`src/rtl/burst_cmd_pipe_pkg.sv`:
```
// Shared command encodings, FIFO entry layouts and the default
// physical-to-DDR address bit map for the burst command pipeline.
package ddr_package;

  typedef enum logic [3:0] {
    NOP   = 4'd0,
    ACT   = 4'd1,
    CAS_R = 4'd2,
    CAS_W = 4'd3,
    MRS   = 4'd4,
    DES   = 4'd5,
    PRE   = 4'd6,
    REF   = 4'd7,
    ZQCL  = 4'd8
  } command_type;

  localparam logic [1:0] RW_READ  = 2'b01;
  localparam logic [1:0] RW_WRITE = 2'b10;

  localparam int unsigned DEF_TA_WIDTH = 29;
  localparam int unsigned DEF_DQ_WIDTH = 16;

  typedef struct packed {
    logic [DEF_TA_WIDTH-1:0] addr;
    logic [1:0]              rw;
  } cas_entry_t;

  typedef struct packed {
    logic [1:0]                rw;
    logic [8*DEF_DQ_WIDTH-1:0] wdata;
    logic                      bc4;
    logic [1:0]                wpre;
  } rw_entry_t;

  // Entry i selects the physical address bit that drives DDR address bit i.
  localparam int unsigned DEF_MAP_TABLE [DEF_TA_WIDTH] = '{
    3,  4,  5,  6,  7,  8,  9,  10, 11, 12,
    13, 14, 15, 16, 17, 18, 19, 20, 21, 22,
    23, 24, 25, 26, 27, 28, 29, 30, 31
  };

  typedef enum logic [1:0] {
    SER_IDLE,
    SER_PRE,
    SER_BURST
  } ser_state_t;

endpackage

```
`src/rtl/burst_cmd_pipe_fifo.sv`:
```
// Synchronous show-ahead FIFO with full/empty/level; a pop on empty
// is ignored and a push on full is taken only alongside a real pop.
module burst_fifo #(
  parameter int unsigned WIDTH = 8,
  parameter int unsigned DEPTH = 8
) (
  input  logic                     clk_i,
  input  logic                     rst_i,
  input  logic                     push_i,
  input  logic                     pop_i,
  input  logic [WIDTH-1:0]         wdata_i,
  output logic [WIDTH-1:0]         rdata_o,
  output logic                     full_o,
  output logic                     empty_o,
  output logic [$clog2(DEPTH):0]   level_o
);

  localparam int unsigned PW = $clog2(DEPTH);

  logic [WIDTH-1:0] mem_q [DEPTH];
  logic [PW-1:0]    wptr_q, wptr_d;
  logic [PW-1:0]    rptr_q, rptr_d;
  logic [PW:0]      level_q, level_d;
  logic             do_push, do_pop;

  assign empty_o = (level_q == '0);
  assign full_o  = (level_q == (PW+1)'(DEPTH));
  assign level_o = level_q;
  assign rdata_o = mem_q[rptr_q];

  assign do_pop  = pop_i && !empty_o;
  assign do_push = push_i && (!full_o || do_pop);

  always_comb begin
    wptr_d  = wptr_q;
    rptr_d  = rptr_q;
    level_d = level_q;
    if (do_push) wptr_d = wptr_q + 1'b1;
    if (do_pop)  rptr_d = rptr_q + 1'b1;
    unique case ({do_push, do_pop})
      2'b10:   level_d = level_q + 1'b1;
      2'b01:   level_d = level_q - 1'b1;
      default: level_d = level_q;
    endcase
  end

  always_ff @(posedge clk_i or posedge rst_i) begin
    if (rst_i) begin
      wptr_q  <= '0;
      rptr_q  <= '0;
      level_q <= '0;
    end else begin
      wptr_q  <= wptr_d;
      rptr_q  <= rptr_d;
      level_q <= level_d;
    end
  end

  always_ff @(posedge clk_i) begin
    if (do_push) mem_q[wptr_q] <= wdata_i;
  end

endmodule

```
`src/rtl/burst_cmd_pipe.sv`:
```
// Host request to DDR command pipeline: address mapping, CAS/RW queues,
// strobe arbitration and the write-burst serializer onto DQ.
module burst_cmd_pipe
  import ddr_package::*;
#(
  parameter int unsigned ADDR_WIDTH = 32,
  parameter int unsigned TA_WIDTH   = DEF_TA_WIDTH,
  parameter int unsigned DQ_WIDTH   = DEF_DQ_WIDTH,
  parameter int unsigned DEPTH      = 8,
  parameter int unsigned MR_WIDTH   = 18,
  parameter int unsigned MAP_TABLE [TA_WIDTH] = DEF_MAP_TABLE
) (
  input  logic                    clock_t,
  input  logic                    reset,
  input  logic                    req_valid,
  output logic                    req_ready,
  input  logic [1:0]              req_rw,
  input  logic [ADDR_WIDTH-1:0]   req_addr,
  input  logic [8*DQ_WIDTH-1:0]   req_wdata,
  input  logic                    act_rdy,
  input  logic                    cas_rdy,
  input  logic                    rw_rdy,
  input  logic                    mrs_rdy,
  input  logic                    des_rdy,
  input  logic                    pre_rdy,
  input  logic                    ref_rdy,
  input  logic                    zqcl_rdy,
  input  logic [MR_WIDTH-1:0]     mode_reg,
  input  logic                    bl_sel,
  input  logic [1:0]              wpre,
  output logic [3:0]              cmd,
  output logic [TA_WIDTH-1:0]     cmd_addr,
  output logic [1:0]              cmd_rw,
  output logic [1:0]              dimm_rd,
  output logic [DQ_WIDTH-1:0]     dq_out,
  output logic                    dq_valid,
  output logic                    dqs_en,
  output logic [$clog2(DEPTH):0]  cas_level,
  output logic [$clog2(DEPTH):0]  rw_level,
  output logic                    err_ovf,
  output logic                    err_unf,
  output logic                    err_conflict
);

  localparam int unsigned AIW = (ADDR_WIDTH > 1) ? $clog2(ADDR_WIDTH) : 1;
  localparam int unsigned MCW = MR_WIDTH + 10;

  typedef struct packed {
    logic [TA_WIDTH-1:0] addr;
    logic [1:0]          rw;
  } cas_t;

  typedef struct packed {
    logic [1:0]            rw;
    logic [8*DQ_WIDTH-1:0] wdata;
    logic                  bc4;
    logic [1:0]            wpre;
  } rwe_t;

  logic [TA_WIDTH-1:0] mapped;
  logic [TA_WIDTH-1:0] mr_addr;
  logic [MCW-1:0]      mr_cat;

  for (genvar i = 0; i < TA_WIDTH; i++) begin : g_map
    localparam logic [AIW-1:0] IDX = AIW'(MAP_TABLE[i]);
    assign mapped[i] = req_addr[IDX];
  end

  assign mr_cat  = {mode_reg, 10'h001};
  assign mr_addr = TA_WIDTH'(mr_cat);

  cas_t cas_wdata, cas_rdata;
  rwe_t rw_wdata, rw_rdata;
  logic cas_push, cas_pop, cas_full, cas_empty;
  logic rw_pop, rw_full, rw_empty;

  assign cas_wdata = {mapped, req_rw};
  assign rw_wdata  = {req_rw, req_wdata, bl_sel, wpre};
  assign req_ready = !cas_full && !rw_full;

  burst_fifo #(
    .WIDTH ($bits(cas_t)),
    .DEPTH (DEPTH)
  ) u_cas_fifo (
    .clk_i   (clock_t),
    .rst_i   (reset),
    .push_i  (cas_push),
    .pop_i   (cas_pop),
    .wdata_i (cas_wdata),
    .rdata_o (cas_rdata),
    .full_o  (cas_full),
    .empty_o (cas_empty),
    .level_o (cas_level)
  );

  burst_fifo #(
    .WIDTH ($bits(rwe_t)),
    .DEPTH (DEPTH)
  ) u_rw_fifo (
    .clk_i   (clock_t),
    .rst_i   (reset),
    .push_i  (cas_push),
    .pop_i   (rw_pop),
    .wdata_i (rw_wdata),
    .rdata_o (rw_rdata),
    .full_o  (rw_full),
    .empty_o (rw_empty),
    .level_o (rw_level)
  );

  logic [6:0] stb;
  logic       multi;

  assign stb   = {zqcl_rdy, ref_rdy, mrs_rdy, pre_rdy,
                  des_rdy, cas_rdy, act_rdy};
  assign multi = (stb & (stb - 7'd1)) != 7'd0;

  command_type         cmd_q, cmd_d;
  logic [TA_WIDTH-1:0] cmd_addr_q, cmd_addr_d;
  logic [1:0]          cmd_rw_q, cmd_rw_d;
  logic                ovf_set, unf_cas;

  always_comb begin
    cmd_d      = NOP;
    cmd_addr_d = '1;
    cmd_rw_d   = cmd_rw_q;
    cas_push   = 1'b0;
    cas_pop    = 1'b0;
    ovf_set    = 1'b0;
    unf_cas    = 1'b0;
    priority case (1'b1)
      zqcl_rdy: begin
        cmd_d      = ZQCL;
        cmd_addr_d = mr_addr;
      end
      ref_rdy: cmd_d = REF;
      mrs_rdy: begin
        cmd_d      = MRS;
        cmd_addr_d = mr_addr;
      end
      pre_rdy: begin
        cmd_d      = PRE;
        cmd_addr_d = mr_addr;
      end
      des_rdy: begin
        cmd_d      = DES;
        cmd_addr_d = mr_addr;
      end
      cas_rdy: begin
        if (cas_empty) begin
          unf_cas = 1'b1;
        end else begin
          cas_pop    = 1'b1;
          cmd_addr_d = cas_rdata.addr;
          cmd_rw_d   = cas_rdata.rw;
          if (cas_rdata.rw == RW_READ)       cmd_d = CAS_R;
          else if (cas_rdata.rw == RW_WRITE) cmd_d = CAS_W;
          else                               cmd_d = NOP;
        end
      end
      act_rdy: begin
        if (req_valid && req_ready) begin
          cas_push   = 1'b1;
          cmd_d      = ACT;
          cmd_addr_d = mapped;
        end else if (!req_ready) begin
          ovf_set = 1'b1;
        end
      end
      default: ;
    endcase
  end

  // Write serializer: preamble count, then BL beats from the popped entry.
  ser_state_t            state_q, state_d;
  logic [1:0]            pre_q, pre_d;
  logic [2:0]            beat_q, beat_d;
  logic                  bc4_q, bc4_d;
  logic [8*DQ_WIDTH-1:0] data_q, data_d;
  logic [1:0]            dimm_q, dimm_d;
  logic                  unf_rw, conf_rw;
  logic [2:0]            last_beat;

  assign last_beat = bc4_q ? 3'd3 : 3'd7;

  always_comb begin
    state_d = state_q;
    pre_d   = pre_q;
    beat_d  = beat_q;
    bc4_d   = bc4_q;
    data_d  = data_q;
    dimm_d  = dimm_q;
    rw_pop  = 1'b0;
    unf_rw  = 1'b0;
    conf_rw = 1'b0;
    unique case (state_q)
      SER_IDLE: begin
        if (rw_rdy) begin
          if (rw_empty) begin
            unf_rw = 1'b1;
          end else begin
            rw_pop = 1'b1;
            dimm_d = rw_rdata.rw;
            if (rw_rdata.rw == RW_WRITE) begin
              state_d = SER_PRE;
              pre_d   = rw_rdata.wpre;
              bc4_d   = rw_rdata.bc4;
              data_d  = rw_rdata.wdata;
              beat_d  = '0;
            end
          end
        end
      end
      SER_PRE: begin
        conf_rw = rw_rdy;
        if (pre_q <= 2'd1) state_d = SER_BURST;
        else               pre_d   = pre_q - 2'd1;
      end
      SER_BURST: begin
        conf_rw = rw_rdy;
        if (beat_q == last_beat) state_d = SER_IDLE;
        else                     beat_d  = beat_q + 3'd1;
      end
      default: state_d = SER_IDLE;
    endcase
  end

  logic [DQ_WIDTH-1:0] beat_slices [8];

  for (genvar k = 0; k < 8; k++) begin : g_beat
    assign beat_slices[k] = data_q[k*DQ_WIDTH +: DQ_WIDTH];
  end

  assign dqs_en   = (state_q != SER_IDLE);
  assign dq_valid = (state_q == SER_BURST);
  assign dq_out   = dq_valid ? beat_slices[beat_q] : '0;

  logic ovf_q, unf_q, conf_q;

  always_ff @(posedge clock_t or posedge reset) begin
    if (reset) begin
      cmd_q      <= NOP;
      cmd_addr_q <= '1;
      cmd_rw_q   <= '0;
      dimm_q     <= '0;
      state_q    <= SER_IDLE;
      pre_q      <= '0;
      beat_q     <= '0;
      bc4_q      <= 1'b0;
      data_q     <= '0;
      ovf_q      <= 1'b0;
      unf_q      <= 1'b0;
      conf_q     <= 1'b0;
    end else begin
      cmd_q      <= cmd_d;
      cmd_addr_q <= cmd_addr_d;
      cmd_rw_q   <= cmd_rw_d;
      dimm_q     <= dimm_d;
      state_q    <= state_d;
      pre_q      <= pre_d;
      beat_q     <= beat_d;
      bc4_q      <= bc4_d;
      data_q     <= data_d;
      ovf_q      <= ovf_q | ovf_set;
      unf_q      <= unf_q | unf_cas | unf_rw;
      conf_q     <= conf_q | multi | conf_rw;
    end
  end

  assign cmd          = cmd_q;
  assign cmd_addr     = cmd_addr_q;
  assign cmd_rw       = cmd_rw_q;
  assign dimm_rd      = dimm_q;
  assign err_ovf      = ovf_q;
  assign err_unf      = unf_q;
  assign err_conflict = conf_q;

endmodule
```
`config.mk`:
```
export PLATFORM = sky130hd
export DESIGN_NAME = burst_cmd_pipe
export DESIGN_NICKNAME = d
export VERILOG_FILES = /design/src/rtl/burst_cmd_pipe_pkg.sv /design/src/rtl/burst_cmd_pipe_fifo.sv /design/src/rtl/burst_cmd_pipe.sv
export SDC_FILE = /design/constraint.sdc
export NUM_CORES = 2
export LEC_CHECK = 0
export CORE_ASPECT_RATIO = 0.6
export CORE_MARGIN = 5
export CORE_UTILIZATION = 55
export DETAILED_ROUTE_END_ITERATION = 8
export GPL_ROUTABILITY_DRIVEN = 0
export PLACE_DENSITY = 0.74
export SYNTH_ARGS = -nofsm -noshare
export SYNTH_HDL_FRONTEND = slang
export SYNTH_SLANG_ARGS = --single-unit
```
`constraint.sdc`:
```
create_clock -name clock_t -period 17.8 [get_ports clock_t]
set_input_delay 5.34 -clock clock_t [delete_from_list [all_inputs] [get_ports clock_t]]
set_output_delay 5.34 -clock clock_t [all_outputs]
set_load 0.01 [all_outputs]
```
==> results.yml <==
timing:
  rsz0062_at_grt: "no"
  period_share_pct: 51.7
  relSlewSlack_pct: 7.47
  post-route-min-period_ns: 9.20
  tns_ns: 0
  drv_slew: 0
  hold_viol: 0
  setup_viol: 0
  fin_ws_ns: 8.60
  tightest_slew_ns: 1.39
  skew_ns: 0.0237
  fmax_mhz: 109
critical_path:
  critPathKind: "in -> reg"
  required_ns: 18.16
  worstPathArrival_ns: 9.56
  worstSetupEndpointType: "register"
  path_max_fanout: 55
  worst_setup_path_start_kind: "input port"
  r2r_slack_ns: 13.16
logic_synthesis:
  syn_avg_cell_area_sq_um: 21.2
  ys_async_sr_fraction_pct: 13.0
  synth-seq-cells: 1508
  synthCells: 2733
  seq_area_frac_synth_pct: 76.6
  yosysUniqueCellTypes: 52
  yosysWarnings: 0
  syn_area_sq_um: 57900
  synth-edff-count: 1312
  syn-num-nets: 2944
  ys.flop_type: "edfxtp_1"
layout:
  layout-drive-gt1-share_pct: 22.1
  nets: 3222
  syn2layout_area_growth_pct: 15.2
  fillerInstances: 6840
  final_cells: 4548
route:
  ant_nets: 0
  met3WireLength_mm: 11.1
  first_iter_violations: 3145
  routedWlPerCell_um: 28.2
  wl_met2_mm: 60.0
  vias_per_cell: 6.17
  first_pass_iters: 7
  vias: 28100
  dr.max_layer_used: "met5"
  drc_errors: 0
  drt_wl_total_mm: 128
  wl_met1_mm: 54.4
clock_network:
  h-tree-depth: 4
  root_buffer: "clkbuf_16"
  clk_pin_slew_worst_paths_ns: 0.06
  clk_latency_ns: 0.76
  postCtsHoldBufs: 0
  cts_buffers: 137
  cts_setup_buffers: 0
  cts_tree: "yes"
  clkSinkCount: 1508
  ctsResizeCount: 0
  clockBufferDepth: 3
run:
  cap_viol_max_count: 0
pwr:
  totalPowerFinal_mw: 9.75
  p_leak_nw: 21.7
  irDropWorstVdd_mv: 0.140
  pwr_density_cell_nw_per_um2: 146
floorplanning:
  rows: 92
  start_util_pct: 55.2
  design.die.area_sq_um: 112000
  die_h_um: 261
  core_sq_um: 105000
  pin_count: 261
  die_w_um: 429
placement:
  dpl.cell_count: 4282
  io_buffers: 257
  dp_hpwl_mm: 72.3
  preCtsSetupSlack_ns: 7.93
global_routing:
  grt_max_degree: 260
  grtUsageTotal_pct: 23.1
  overflow: 0
  antenna_found_initial: 19
  grt_pass1_wl_mm: 190
  grt_pass1_vias: 28300
min_path:
  hp-class: "reg -> reg"
status:
  outcome: "completed"
==> power breakdown <==
group	switching [mW]	internal (mW)
Combinational	1.29	1.22
Clock	1.28	1.67
Sequential	0.259	4.03
==> kinds of logic after synthesis <==
logic type,Yosys count,synth area share [%]
XOR/XNOR,18,0.273
flip-flops,1508,76.6
AND/OR/NAND/NOR,275,2.09
adder cells (fa/ha/maj),17,0.381
multiplexers,551,17.4
buffers and inverters,168,1.20
AO/OA/AOI/OAI,196,2.00
==> worst max-delay path, stage by stage <==
cell and delay [ns]:
clkdlybuf4s50_1 0.50, nand3b_1 0.19, or3_1 0.81, nor3_2 0.35, buf_4 0.23, nand2_1 0.24, nor2_4 0.88, buf_4 0.95
==> layer usage <==
layer,GRT usage (%),up-vias
met5,0,-
met3,4.89,173
li1,-,11800
met1,35.2,14900
met4,6.46,18
met2,34.6,1222
==> path summary, 6_finish.rpt <==
check / startpoint / endpoint / cells past startpoint
min in group asynchronous: reset / err_unf / 2
hold reg to reg: err_ovf / err_ovf / 1
max in group asynchronous: reset / data_q[120] / 3
setup / recovery: cas_rdy / u_rw_fifo.mem_q[7][124] / 8
setup reg to reg: u_rw_fifo.level_o[1] / u_rw_fifo.mem_q[7][124] / 7
hold / removal: err_ovf / err_ovf / 1
==> stage by stage <==
step	cell area (sq um)	hold WS, ns	util, %
after floorplan	57900	0.490	-
after global placement	62100	0.462	59.3
after detailed placement	62100	0.473	59.3
after CTS	66600	0.491	63.6
after global routing	66600	0.510	63.6
final	66600	0.493	63.6
==> sequential cells by signal, indices dropped and copies added, names as in the netlist, 3 cells and up <==
name and count:
beat_q 3, u_cas_fifo.mem_q 248, u_rw_fifo.mem_q 1064, u_cas_fifo.rptr_q 3, cmd 4, u_rw_fifo.level_o 4, u_cas_fifo.wptr_q 3, data_q 128
u_cas_fifo.level_o 4, cmd_addr 29, u_rw_fifo.wptr_q 3, u_rw_fifo.rptr_q 3
==> cell type report <==
class	count	area (sq um)	area share, %
sequential	1508	44400	66.6
inverter	13	56.3	0.0845
clock inverter	63	692	1.04
tap	1410	1760	2.65
antenna	12	30.0	0.0451
multi-input combinational	1057	12900	19.4
timing repair buffer	294	2990	4.48
clock buffer	191	3840	5.76
==> Yosys cell counts, types with 2 or more instances <==
| cell | number | share of area [%] |
|---|---|---|
| nand2_1 | 44 | 0.29 |
| buf_1 | 25 | 0.16 |
| mux4_2 | 360 | 14 |
| edfxtp_1 | 1312 | 68 |
| nor2_1 | 157 | 1.0 |
| a22o_1 | 2 | 0.030 |
| ha_1 | 16 | 0.35 |
| o21ai_0 | 6 | 0.052 |
| inv_1 | 12 | 0.078 |
| nor4_1 | 6 | 0.065 |
| a221oi_1 | 2 | 0.030 |
| xnor2_1 | 7 | 0.11 |
| nand3_1 | 20 | 0.17 |
| o22ai_1 | 2 | 0.022 |
| o31ai_1 | 2 | 0.026 |
| or3_1 | 2 | 0.022 |
| nor3_1 | 12 | 0.10 |
| a21oi_1 | 139 | 1.2 |
| xor2_1 | 11 | 0.17 |
| nor2b_1 | 19 | 0.21 |
| mux2_4 | 2 | 0.052 |
| a211oi_1 | 2 | 0.026 |
| buf_2 | 40 | 0.35 |
| buf_6 | 2 | 0.039 |
| dfrtp_1 | 167 | 7.2 |
| mux2i_1 | 152 | 2.6 |
| o221ai_1 | 27 | 0.41 |
| clkbuf_1 | 88 | 0.57 |
| nand3b_1 | 2 | 0.026 |
| nor4b_1 | 2 | 0.030 |
| dfstp_2 | 29 | 1.3 |
| mux2_2 | 37 | 0.72 |
| nand2b_1 | 7 | 0.076 |
| a311o_1 | 2 | 0.035 |
==> layout by cell type (no fill, tap or decap), types with 19 or more instances in the layout <==
cell type	Yosys	layout
edfxtp_1	1312	1312
mux4_2	360	360
clkdlybuf4s50_1	0	257
dfrtp_1	167	160
mux2i_1	152	152
nor2_1	157	151
clkbuf_16	0	141
a21oi_1	139	139
nand2_1	44	44
clkbuf_1	88	38
mux2_2	37	37
dfstp_2	29	29
o221ai_1	27	27
buf_4	0	26
nand3_1	20	20
clkinv_2	0	20
nor2b_1	19	19
Power figures use the tool's default switching activity.
==> edit, RTL diff (config.mk and constraints unchanged) <==
`DEPTH` is set to 8 in 2 places; all go to 4.
--- a/src/rtl/burst_cmd_pipe_fifo.sv
+++ b/src/rtl/burst_cmd_pipe_fifo.sv
@@ -2,7 +2,7 @@
 // is ignored and a push on full is taken only alongside a real pop.
 module burst_fifo #(
   parameter int unsigned WIDTH = 8,
-  parameter int unsigned DEPTH = 8
+  parameter int unsigned DEPTH = 4
 ) (
   input  logic                     clk_i,
   input  logic                     rst_i,
--- a/src/rtl/burst_cmd_pipe.sv
+++ b/src/rtl/burst_cmd_pipe.sv
@@ -6,7 +6,7 @@
   parameter int unsigned ADDR_WIDTH = 32,
   parameter int unsigned TA_WIDTH   = DEF_TA_WIDTH,
   parameter int unsigned DQ_WIDTH   = DEF_DQ_WIDTH,
-  parameter int unsigned DEPTH      = 8,
+  parameter int unsigned DEPTH      = 4,
   parameter int unsigned MR_WIDTH   = 18,
   parameter int unsigned MAP_TABLE [TA_WIDTH] = DEF_MAP_TABLE
 ) (
Ports: changed (resized cas_level and rw_level); port bits go from 261 to 259. No check against the original RTL was run, so the function may have changed too.
==> edit against the unedited design <==
  * Sequential cell count down 662
  * Worst setup slack improved by 0.011 ns
  * Die area is 43% lower
  * Final cell count shrank 42%
  * Combinational power fell by 51%
  * Wire length is 45% lower
  * Design area fell by 43%
  * Total power down 47%
  * Synthesized area fell by 44%
==> edit: results (changes against the unedited design) <==
Layout net count: 2,004 (was 3,222)
Worst-Skew Late Latency: 0.62 ns (was 0.76 ns)
Top post-synthesis cells by count: edfxtp_1 (656), mux4_2 (196), dfrtp_1 (161) (was edfxtp_1 (1,312), mux4_2 (360), dfrtp_1 (167))
Max reg flops: 532 (was 1,064)
First-pass GRT wire length: 105 mm (was 190 mm)
Setup WS pre-CTS: 8.82 ns (was 7.93 ns)
Async S/R FF share, synth: 0.225 (was 0.130)
Grt met3 use: 0.0602 (was 0.0489)
Critical Path Max Stage Delay: 0.76 ns (was 0.95 ns)
IO Port Bufs: 255 (was 257)
Clock Skew: 0.0165 ns (was 0.0237 ns)
CP max stage cell: dfrtp_2 (was buf_4)
Via density per instance: 5.98 (was 6.17)
Initial antenna violation count: 15 (was 19)
Total wire length: 70.0 mm (was 128 mm)
All-Layer GR Usage: 0.221 (was 0.231)
DRT Pass-1 Iters: 5 (was 7)
WP data arrival: 3.85 ns (was 9.56 ns)
Post-DP HPWL: 43.7 mm (was 72.3 mm)
Cts bufs inserted: 74 (was 137)
Seq/Total Area, Yosys: 0.754 (was 0.766)
Syn Nets: 1,726 (was 2,944)
Peak supply drop: 0.114 mV (was 0.140 mV)
Most used DFF post-synth: edfxtp_1 (unchanged)
Post-synth EDFFs: 656 (was 1,312)
Lkg Pwr: 12.9 nW (was 21.7 nW)
Met1 GRT Util: 0.341 (was 0.352)
Synth unique cells: 51 (was 52)
Worst slew pin tran: 1.25 ns (was 1.39 ns)
Top Registers: u_rw_fifo.mem_q (532), data_q (128), u_cas_fifo.mem_q (124) (was u_rw_fifo.mem_q (1064), u_cas_fifo.mem_q (248), data_q (128))
Outcome: finished clean (unchanged)
Area contributors post-synth: edfxtp_1 (61%), mux4_2 (14%), dfrtp_1 (12%), mux2_2 (4.6%), dfstp_2 (2.3%) (was edfxtp_1 (68%), mux4_2 (14%), dfrtp_1 (7.2%), mux2i_1 (2.6%), dfstp_2 (1.3%))
CP top delay family: multiplexers (was simple AND/OR/NAND/NOR gates)
Switching Share: 0.272 (was 0.290)
Share of cells above drive strength 1: 0.270 (was 0.221)
Worst-path clk slew: 0.06 ns (about the same)
CP max FO: 22 (was 55)
Pin count of the biggest net entering global routing: 100 (was 260)
Iter 0 DRT Violations: 1,549 (was 3,145)
Met2 Track Usage GR: 0.326 (was 0.346)
H-tree depth: 3 (was 4)
# Post-CTS Setup Buffers: 0 (unchanged)
[edit: worst paths after layout]
| kind | cells past startpoint | endpoint | slack (ns) | start |
|---|---|---|---|---|
| worst max-delay path | 5 | dq_out[7] | 8.61 | beat_q[0] |
| worst min register to register | 1 | err_ovf | 0.48 | err_ovf |
| max in group asynchronous | 4 | data_q[17] | 10.60 | reset |
| worst max register to register | 6 | data_q[69] | 12.90 | u_rw_fifo.rptr_q[0] |
| worst min-delay path | 1 | err_ovf | 0.48 | err_ovf |
| min in group asynchronous | 2 | data_q[65] | 5.25 | reset |
[edit: logic make-up (layout without fill, tap and decap cells)]
family / count (synthesis) / in the layout / share of synthesized area
DFF: 846 / 846 / 0.754
muxes: 347 / 347 / 0.188
buffers and inverters: 106 / 446 / 0.0138
and+or+nand+nor: 92 / 92 / 0.0137
AOI/OAI and AO/OA: 89 / 89 / 0.0193
adders and majority gates: 20 / 20 / 0.00809
xor gates and xnor gates: 13 / 13 / 0.00351
other: 0 / 7 / 0
[edit: final cells by class]
cell class	count	area, um2
clock inverter	26	188
antenna	7	17.5
timing repair buffer	283	2780
fill	3834	20600
clock buffer	112	2080
sequential	846	24500
inverter	25	101
multi-input combinational	561	7570
tap	781	977
[edit: routing by layer]
| metal | share of wire | up-vias |
|---|---|---|
| met5 | 0.0013 | - |
| met4 | 0.018 | 14 |
| met3 | 0.087 | 90 |
| met2 | 0.46 | 573 |
| met1 | 0.43 | 8373 |
| li1 | - | 6742 |
[edit: power groups by stage]
stage	combinational [mW]	clock [mW]	sequential, mW
floorplan	0.874	0	2.40
global placement	1.20	0	2.50
detailed placement	1.22	0	2.51
CTS	1.23	1.54	2.47
global route	1.31	1.63	2.49
finish	1.22	1.52	2.47
[edit: metrics by stage]
| stage | utilization | area (um2) | std cells |
|---|---|---|---|
| floorplan | - | 32500 | 1513 |
| detailed placement | 0.611 | 35900 | 2496 |
| global placement | 0.611 | 35900 | 2496 |
| CTS | 0.650 | 38200 | 2634 |
| finish | 0.650 | 38200 | 2641 |
| global route | 0.650 | 38200 | 2638 |
